`src/rtl/fetch_unit.sv`:
```
// fetch_unit: instruction fetch stage feeding the fetch/decode latch.
// Owns the PC, issues word reads to the icache and applies redirect,
// freeze and halt. One instruction per cycle is offered on valid_o,
// combinationally from ihit/iload while running.
//
// Optional feature: define FETCH_SKID_EN to add a one-entry skid buffer so
// freeze never blocks the icache (adds the HOLD state).
//
// Ports:
//   CLK, nRST         clock, asynchronous active-low reset
//   freeze            hazard unit stalls the fetch/decode latch
//   redirect          taken branch/jump resolved downstream
//   redirect_pc       redirect target (word aligned)
//   halt              halt detected downstream, stop fetching permanently
//   iREN, iaddr       icache read request and word address
//   ihit, iload       icache data valid and read data
//   valid_o           instruction offered to the latch (latch enable)
//   instr_o           fetched instruction
//   curr_pc_o, npc_o  address of instr_o and that address + 4
//   halted_o          fetch permanently stopped
module fetch_unit #(
    parameter logic [31:0] PC_INIT = 32'h0000_0000
) (
    input  logic        CLK,
    input  logic        nRST,
    input  logic        freeze,
    input  logic        redirect,
    input  logic [31:0] redirect_pc,
    input  logic        halt,
    output logic        iREN,
    output logic [31:0] iaddr,
    input  logic        ihit,
    input  logic [31:0] iload,
    output logic        valid_o,
    output logic [31:0] instr_o,
    output logic [31:0] npc_o,
    output logic [31:0] curr_pc_o,
    output logic        halted_o
);

    localparam int unsigned XLEN = 32;
    localparam logic [XLEN-1:0] WORD_STEP = XLEN'(4);

`ifdef FETCH_SKID_EN
    typedef enum logic [1:0] {
        RUN    = 2'd0,
        DRAIN  = 2'd1,
        HOLD   = 2'd2,
        HALTED = 2'd3
    } state_t;
`else
    typedef enum logic [1:0] {
        RUN    = 2'd0,
        DRAIN  = 2'd1,
        HALTED = 2'd3
    } state_t;
`endif

    state_t            state, state_n;
    logic [XLEN-1:0]   pc, pc_n;
    logic [XLEN-1:0]   pend_pc, pend_pc_n;
    logic              halt_pend, halt_pend_n;

    // Instruction currently offered to the latch, before idle zeroing
    logic              offer_valid;
    logic [XLEN-1:0]   offer_instr;
    logic [XLEN-1:0]   offer_pc;

`ifdef FETCH_SKID_EN
    logic [XLEN-1:0]   buf_instr, buf_instr_n;
    logic [XLEN-1:0]   buf_pc, buf_pc_n;
`endif

    // State register
    always_ff @(posedge CLK or negedge nRST) begin
        if (!nRST) begin
            state     <= RUN;
            pc        <= PC_INIT;
            pend_pc   <= '0;
            halt_pend <= 1'b0;
`ifdef FETCH_SKID_EN
            buf_instr <= '0;
            buf_pc    <= '0;
`endif
        end else begin
            state     <= state_n;
            pc        <= pc_n;
            pend_pc   <= pend_pc_n;
            halt_pend <= halt_pend_n;
`ifdef FETCH_SKID_EN
            buf_instr <= buf_instr_n;
            buf_pc    <= buf_pc_n;
`endif
        end
    end

    // Next-state and offer logic; priority halt > redirect > freeze > normal
    always_comb begin
        state_n     = state;
        pc_n        = pc;
        pend_pc_n   = pend_pc;
        halt_pend_n = halt_pend;
        iREN        = 1'b0;
        offer_valid = 1'b0;
        offer_instr = '0;
        offer_pc    = '0;
`ifdef FETCH_SKID_EN
        buf_instr_n = buf_instr;
        buf_pc_n    = buf_pc;
`endif

        case (state)
            RUN: begin
`ifdef FETCH_SKID_EN
                iREN = 1'b1;
`else
                iREN = !freeze;
`endif
                if (halt) begin
                    if (ihit) begin
                        state_n = HALTED;
                    end else begin
                        // Let the outstanding read finish before stopping
                        halt_pend_n = 1'b1;
                        pend_pc_n   = pc;
                        state_n     = DRAIN;
                    end
                end else if (redirect) begin
                    if (ihit) begin
                        pc_n = redirect_pc;
                    end else begin
                        // iaddr must stay stable until the miss returns
                        pend_pc_n = redirect_pc;
                        state_n   = DRAIN;
                    end
                end else if (freeze) begin
`ifdef FETCH_SKID_EN
                    if (ihit) begin
                        offer_valid = 1'b1;
                        offer_instr = iload;
                        offer_pc    = pc;
                        buf_instr_n = iload;
                        buf_pc_n    = pc;
                        pc_n        = pc + WORD_STEP;
                        state_n     = HOLD;
                    end
`endif
                end else if (ihit) begin
                    offer_valid = 1'b1;
                    offer_instr = iload;
                    offer_pc    = pc;
                    pc_n        = pc + WORD_STEP;
                end
            end

            DRAIN: begin
                // Outstanding read must complete; its data is discarded
                iREN = 1'b1;
                if (halt) begin
                    halt_pend_n = 1'b1;
                end else if (redirect) begin
                    pend_pc_n = redirect_pc;
                end
                if (ihit) begin
                    pc_n    = (!halt && redirect) ? redirect_pc : pend_pc;
                    state_n = (halt_pend || halt) ? HALTED : RUN;
                end
            end

`ifdef FETCH_SKID_EN
            HOLD: begin
                offer_valid = 1'b1;
                offer_instr = buf_instr;
                offer_pc    = buf_pc;
                if (halt) begin
                    offer_valid = 1'b0;
                    state_n     = HALTED;
                end else if (redirect) begin
                    offer_valid = 1'b0;
                    pc_n        = redirect_pc;
                    state_n     = RUN;
                end else if (!freeze) begin
                    state_n = RUN;
                end
            end
`endif

            HALTED: begin
                state_n = HALTED;
            end

            default: begin
                state_n = RUN;
            end
        endcase
    end

    // Idle outputs are driven to zero
    always_comb begin
        iaddr     = pc;
        halted_o  = (state == HALTED);
        valid_o   = offer_valid;
        instr_o   = offer_valid ? offer_instr : '0;
        curr_pc_o = offer_valid ? offer_pc : '0;
        npc_o     = offer_valid ? (offer_pc + WORD_STEP) : '0;
    end

endmodule

```
`config.mk`:
```
export PLATFORM = sky130hd
export DESIGN_NAME = fetch_unit
export DESIGN_NICKNAME = d
export VERILOG_FILES = /design/src/rtl/fetch_unit.sv
export SDC_FILE = /design/constraint.sdc
export NUM_CORES = 1
export LEC_CHECK = 0
export BUFFER_PORTS_ARGS = -buffer_cell sky130_fd_sc_hd__buf_4
export CAP_MARGIN = 5
export CORE_MARGIN = 1
export CORE_UTILIZATION = 45
export DETAILED_ROUTE_END_ITERATION = 16
export GPL_TIMING_DRIVEN = 1
export HOLD_SLACK_MARGIN = 0.06
export PLACE_DENSITY_LB_ADDON = 0.15
export REMOVE_ABC_BUFFERS = 1
export SETUP_SLACK_MARGIN = 0.1
export SYNTH_ARGS = -nofsm -noshare
export SYNTH_HDL_FRONTEND = slang
export SYNTH_SLANG_ARGS = --single-unit
```
`constraint.sdc`:
```
create_clock -name CLK -period 3.5 [get_ports CLK]
set_input_delay 0.175 -clock CLK [delete_from_list [all_inputs] [get_ports CLK]]
set_output_delay 0.175 -clock CLK [all_outputs]
set_load 0.02 [all_outputs]
```
==> flow_summary_export.csv, run 1 <==
group,metric,value,unit
routing,ant_nets,0,
critical_path,rr_worst_depth,5,
routing,drt-total-wl,16700,um
worst_hold_path,hold_depth,3,
worst_hold_path,hold_start,"redirect_pc[3]",
sta,finalHoldViolations,0,
critical_path,cp.required,3.32,ns
floorplan,pin_count,201,
floorplan,rows,38,
final_layout,layout-drive-gt1-share,32.5,%
outcome,status,"complete, no violations",
synthesis,ys_seq_elements,67,
critical_path,worstReg2RegStart,"iaddr[11]",
global_routing,grt_pass1_vias,5042,
routing,first_pass_iters,7,
routing,drt_iter0_drc,379,
sta,layout_setup_ws,0.172,ns
synthesis,synthArstFlopShare,100,%
synthesis,synth_area,4980,um^2
critical_path,cpMostUsedCell,"or4_4",
critical_path,start_kind,"register",
sta,fin_crit_sh,95.1,%
run,maxCapViolations,0,
routing,wire_per_inst,17.8,um
critical_path,reg2reg_slack,1.08,ns
pwr,power-per-cell-area,654,nW/um^2
final_layout,final_cell_mix,"buf_4, nor2_1, dfrtp_1, a21oi_1, and2_1",
worst_hold_path,hold_class,"in2reg",
routing,drt-vias-per-instance,5.84,
clock_tree,root_buffer,"clkbuf_8",
placement,gp_congestion,0.884,
floorplan,start_util,46.2,%
synthesis,synth_edf_count,0,
synthesis,ys_types,56,
placement,dpl_worst_slack,0.263,ns
global_routing,grt_overflow,0,
final_layout,area_growth,35.9,%
clock_tree,clock_sinks,67,
synthesis,synthFlopType,"dfrtp_1",
routing,post-route-drc-count,0,
clock_tree,clk_latency,0.36,ns
routing,dr_total_vias,5466,
sta,fin_tns_setup,0,ns
synthesis,yosysWarnings,0,
floorplan,core,10800,um^2
pwr,p_leak,3.08,nW
sta,finalSetupViolCount,0,
clock_tree,h-tree-depth,3,
critical_path,worstPathMaxFanout,5,
final_layout,fin_nets,863,
sta,worst_pin_slew,1.21,ns
floorplan,die-area,11500,um^2
global_routing,grt_pass1_wl,25800,um
pwr,vdd_drop_max,0.000384,V
critical_path,regToRegEndpoint,"iaddr[21]",
placement,dp_hpwl,11300,um
global_routing,grt_max_degree,68,
synthesis,ys_seq_area_share,33.6,%
synthesis,avgSynthCellArea,8.00,um^2
floorplan,die_h,107,um
clock_tree,cts_buffer_depth,2,
sta,worst_clock_skew,0.0126,ns
placement,portBuffers,200,
clock_tree,path_clk_slew,0.08,ns
critical_path,crit_type,"reg2out",
clock_tree,tritoncts,"done",
critical_path,cpPeakStageDelay,0.59,ns
critical_path,arrival,3.15,ns
sta,rsz0062_at_grt,"false",
synthesis,synthCells,623,
final_layout,layout_commonest_cell,"buf_4",
critical_path,path_cells,"or4_4 > or2_4 > inv_4 > and2_4 > ha_2 > nand3_2 > or4_4 > or3_4 > a21oi_2 > buf_6",
sta,max_freq,301,MHz
global_routing,track_usage,28.9,%
sta,drv_slew,0,
clock_tree,numCtsBuffers,9,
critical_path,crit_slowest_cell,"or4_4",
worst_hold_path,hold-path-endpoint,"iaddr[3]",
critical_path,worstSetupEndpointType,"primary output",
sta,slew_headroom,19.2,%
global_routing,antenna_found_initial,0,
floorplan,fp.dieW,107,um
final_layout,postLayoutCoreUtil,62.8,%
sta,period_minus_slack,3.33,ns
final_layout,insertedDiodeCount,0,
## through the flow
stage / hold slack (ns) / power [W] / area (um^2) / cells
finish: 0.0856 / 0.00443 / 6770 / 936
global route: 0.0787 / 0.00473 / 6770 / 936
CTS: 0.0816 / 0.00442 / 6750 / 935
detailed placement: 0.351 / 0.00368 / 6490 / 917
global placement: 0.353 / 0.00361 / 6490 / 917
floorplan: -0.121 / 0.00282 / 4700 / 563
## cell families after synthesis
| kind of cell | synth area share, % |
|---|---|
| simple gates | 28.0 |
| fa+ha+maj | 0.502 |
| xor+xnor | 4.39 |
| flops | 33.6 |
| compound gates | 20.9 |
| buf+inv | 6.78 |
| mux | 5.82 |
## worst max-delay path by stage
stage / startpoint / endpoint / slack, ns
detailed placement: state[0] / npc_o[16] / 0.26
finish: state[0] / npc_o[16] / 0.17
global placement: state[0] / npc_o[16] / 0.32
floorplan: state[0] / npc_o[16] / -0.39
CTS: state[0] / npc_o[16] / 0.17
global route: state[0] / npc_o[16] / 0.1
## cell usage after synthesis (4+ instances only)
| master | count | share of area [%] |
|---|---|---|
| buf_2 | 24 | 2.4 |
| dfrtp_1 | 67 | 34 |
| nand2_1 | 27 | 2.0 |
| xnor2_1 | 18 | 3.2 |
| o21ai_0 | 43 | 4.3 |
| nor3_1 | 13 | 1.3 |
| nand4_1 | 10 | 1.3 |
| a21oi_1 | 61 | 6.1 |
| a31oi_1 | 5 | 0.63 |
| nand3_1 | 18 | 1.8 |
| nor4_1 | 7 | 0.88 |
| inv_1 | 13 | 0.98 |
| mux2i_1 | 29 | 5.8 |
| o22ai_1 | 5 | 0.63 |
| and2_1 | 59 | 7.4 |
| a22oi_1 | 10 | 1.5 |
| and3_1 | 4 | 0.50 |
| a221oi_1 | 12 | 2.1 |
| or4_4 | 4 | 0.90 |
| clkbuf_1 | 28 | 2.1 |
| or3_1 | 4 | 0.50 |
| nor2_1 | 92 | 6.9 |
| xor2_1 | 7 | 1.2 |
| o2bb2ai_1 | 4 | 0.70 |
| a22o_1 | 9 | 1.6 |
## power breakdown
part / switching (W) / total [W] / internal (W)
clock: 0.000321 / 0.000741 / 0.000420
sequential: 0.000558 / 0.00169 / 0.00113
combinational: 0.00115 / 0.00200 / 0.000857
## routing by layer
metal  share of wire (%)  routed length, um  GRT usage (%)  up-vias
met3                 8.3               1390           5.57       29
met2                  50               8320           50.6      271
met5                   0                  0              0        -
met4                 1.9                309           10.2        0
met1                  40               6680           35.3     2626
li1                    -                  -              -     2540
## worst max-delay path: cells and delay by family (launching register included)
family	cells	cell delay [ns]
and+or+nand+nor	6	1.88
DFF	1	0.40
AOI/OAI and AO/OA	1	0.14
adders and majority gates	1	0.19
buffers and inverters	2	0.19
## area by class of cell
cell class / instances / area, um^2
repair buffers: 217 / 1640
fillers: 964 / 4020
clock inverters: 6 / 88.8
well taps: 140 / 175
multi-input cells: 482 / 3000
clock buffers: 10 / 138
inverters: 14 / 55.1
flip-flops and latches: 67 / 1680
## state kept, by name, summed over array words and instances, names as in the netlist
name / flops
state: 2
pend_pc: 32
halt_pend: 1
iaddr: 32
## timing repair
action,in CTS,in global routing
hold buffers,1,0
pin swaps,3,3
resized for setup,4,5
endpoints found under the setup margin,8,2
hold endpoints to repair,67,0
buffers inserted,1,1
Note: power is estimated with default switching activity, not from simulation.
==> run 2, diff against run 1 <==
CTS_CLUSTER_SIZE = 8   (was not set)
clock period = 2.84 ns   (was 3.5 ns; I/O delays follow)
==> run 2 against run 1 <==
Utilization is 3.1 points higher. Via count rose by 2.6%. Register-to-register slack lost 0.63 ns. The run now ends with negative setup slack left. Wire length up 4.1%. Sequential share of layout area fell by 1.1 points. Die area is the same. Clock skew is essentially flat. Combinational power grew 41%. Design area increased by 4.9%. First-iteration DRC count up 16%. Highest routed layer unchanged.
==> flow_summary_export.csv, run 2 (same netlist as run 1, synthesis figures left out) <==
group,metric,value,unit
outcome,status,"finished with violations",
outcome,violations,"negative setup slack",
clock_tree,h-tree-depth,3,
global_routing,track_usage,29.7,%
critical_path,cp_num_buf_inv,3,
sta,fin_tns_setup,-2.38,ns
routing,drt-vias-per-instance,5.82,
clock_tree,clk_latency,0.36,ns
sta,rsz0062_at_grt,"true",
floorplan,pin_count,201,
final_layout,instances_no_fill,964,
sta,finalHoldViolations,0,
global_routing,grt_max_degree,68,
floorplan,die-area,11500,um^2
final_layout,nFillCells,908,
final_layout,final_cell_mix,"buf_4, nor2_1, dfrtp_1, and2_1, a21oi_1",
floorplan,start_util,46.2,%
final_layout,area_growth,42.5,%
floorplan,die_h,107,um
final_layout,layout_commonest_cell,"buf_4",
sta,slew_headroom,38.0,%
global_routing,antenna_found_initial,0,
final_layout,layout-drive-gt1-share,36.2,%
pwr,vdd_drop_max,0.000434,V
placement,dp.cells,937,
routing,drt_iter0_drc,438,
routing,dr_total_vias,5606,
critical_path,cpPeakStageDelay,0.48,ns
sta,finalSetupViolCount,11,
sta,fin_crit_sh,112,%
final_layout,seqCellArea,1680,um^2
floorplan,fp.dieW,107,um
critical_path,worstSetupEndpointType,"primary output",
clock_tree,cts_buffer_depth,2,
critical_path,arrival,3.03,ns
sta,period_minus_slack,3.17,ns
global_routing,grt_pass1_wl,26500,um
placement,gp_congestion,0.843,
routing,post-route-drc-count,0,
pwr,p_leak,3.29,nW
routing,first_pass_iters,6,
clock_tree,root_buffer,"clkbuf_8",
critical_path,crit_slowest_cell,"or4_4",
routing,drt-total-wl,17400,um
final_layout,fin_nets,891,
critical_path,path_cells,"or4_4 > or2_4 > inv_4 > and2_4 > ha_4 > nand3_2 > or4_4 > buf_6 > o21ai_0 > a21oi_2 > buf_6",
global_routing,grt_pass1_vias,5137,
critical_path,cp.required,2.70,ns
critical_path,crit_type,"reg2out",
clock_tree,tritoncts,"done",
routing,wire_per_inst,18.0,um
routing,ant_nets,0,
critical_path,crit_family,"simple AND/OR/NAND/NOR gates",
sta,layout_setup_ws,-0.332,ns
critical_path,start_kind,"register",
clock_tree,path_clk_slew,0.09,ns
critical_path,worstPathMaxFanout,4,
floorplan,rows,38,
placement,dp_hpwl,11500,um
clock_tree,numCtsBuffers,9,
sta,drv_slew,0,
sta,worst_clock_skew,0.0125,ns
placement,portBuffers,200,
final_layout,insertedDiodeCount,0,
sta,max_freq,315,MHz
final_layout,postLayoutCoreUtil,65.8,%
run,maxCapViolations,0,
worst_hold_path,hold_class,"in2reg",
sta,worst_pin_slew,0.930,ns
pwr,power-per-cell-area,792,nW/um^2
global_routing,grt_overflow,0,
clock_tree,clock_sinks,67,
final_layout,multi_input_area,3100,um^2
floorplan,core,10800,um^2
pwr,p_total,0.00563,W
==> run 2: changes by cell type in the layout (fill, tap and decap cells not counted), sizes merged <==
cell,delta
clkinvlp,+1
dlygate4sd3,+1
buf,+27
clkbuf,-1
==> run 2: cell type report <==
cell class,instances,area share (%)
multi-input cells,482,43.6
repair buffers,245,26.4
flip-flops and latches,67,23.6
well taps,140,2.47
clock buffers,9,1.74
clock inverters,7,1.30
inverters,14,0.775
==> run 2: worst paths after layout <==
path                                start         to  slack, ns  cells past startpoint
hold / removal             redirect_pc[2]   iaddr[2]       0.08                      3
setup reg to reg                 iaddr[9]  iaddr[28]       0.45                      5
hold reg to reg                 halt_pend  halt_pend       0.53                      2
setup / recovery                 state[0]  npc_o[16]      -0.33                     11
max in group asynchronous            nRST   iaddr[8]       1.74                      2
min in group asynchronous            nRST   state[0]       0.42                      2
==> run 2: worst register-to-register path, delay by kind of cell, from the launching register on <==
family	cells	cell delay, ns
flops	1	0.53
compound gates	2	0.42
simple gates	3	1.37
==> run 2: stage by stage <==
stage	hold WS [ns]	worst slack [ns]	instance area, um^2
2_1_floorplan	-0.154	-1.02	4700
3_3_place_gp	0.314	-0.234	6640
3_5_place_dp	0.318	-0.277	6640
4_1_cts	0.0775	-0.394	6990
5_1_grt	0.0899	-0.389	7100
6_report	0.0816	-0.332	7100
==> run 2: timing repair <==
item                       in CTS  in global routing
resized for setup              13                 23
hold buffers                    2                  0
pin swaps                      10                 13
setup buffers                   7                  2
hold endpoints to repair       68                  0
setup endpoints to repair      17                 16
==> run 2: per-layer routing <==
metal  share of wire (%)  wire length [um]  GRT usage, %
met5                   0                 0             0
met4                 2.2               376          9.49
met3                 7.9              1380          5.27
met2                  49              8590          52.2
met1                  40              7030          37.0
==> run 2: power by group <==
part | internal [W] | switching (W) | leakage (nW) | total (W)
Combinational | 0.00116 | 0.00165 | 2.41 | 0.00281
Sequential | 0.00140 | 0.000521 | 0.771 | 0.00192
Clock | 0.000491 | 0.000408 | 0.101 | 0.000899
Total | 0.00305 | 0.00257 | 3.29 | 0.00563
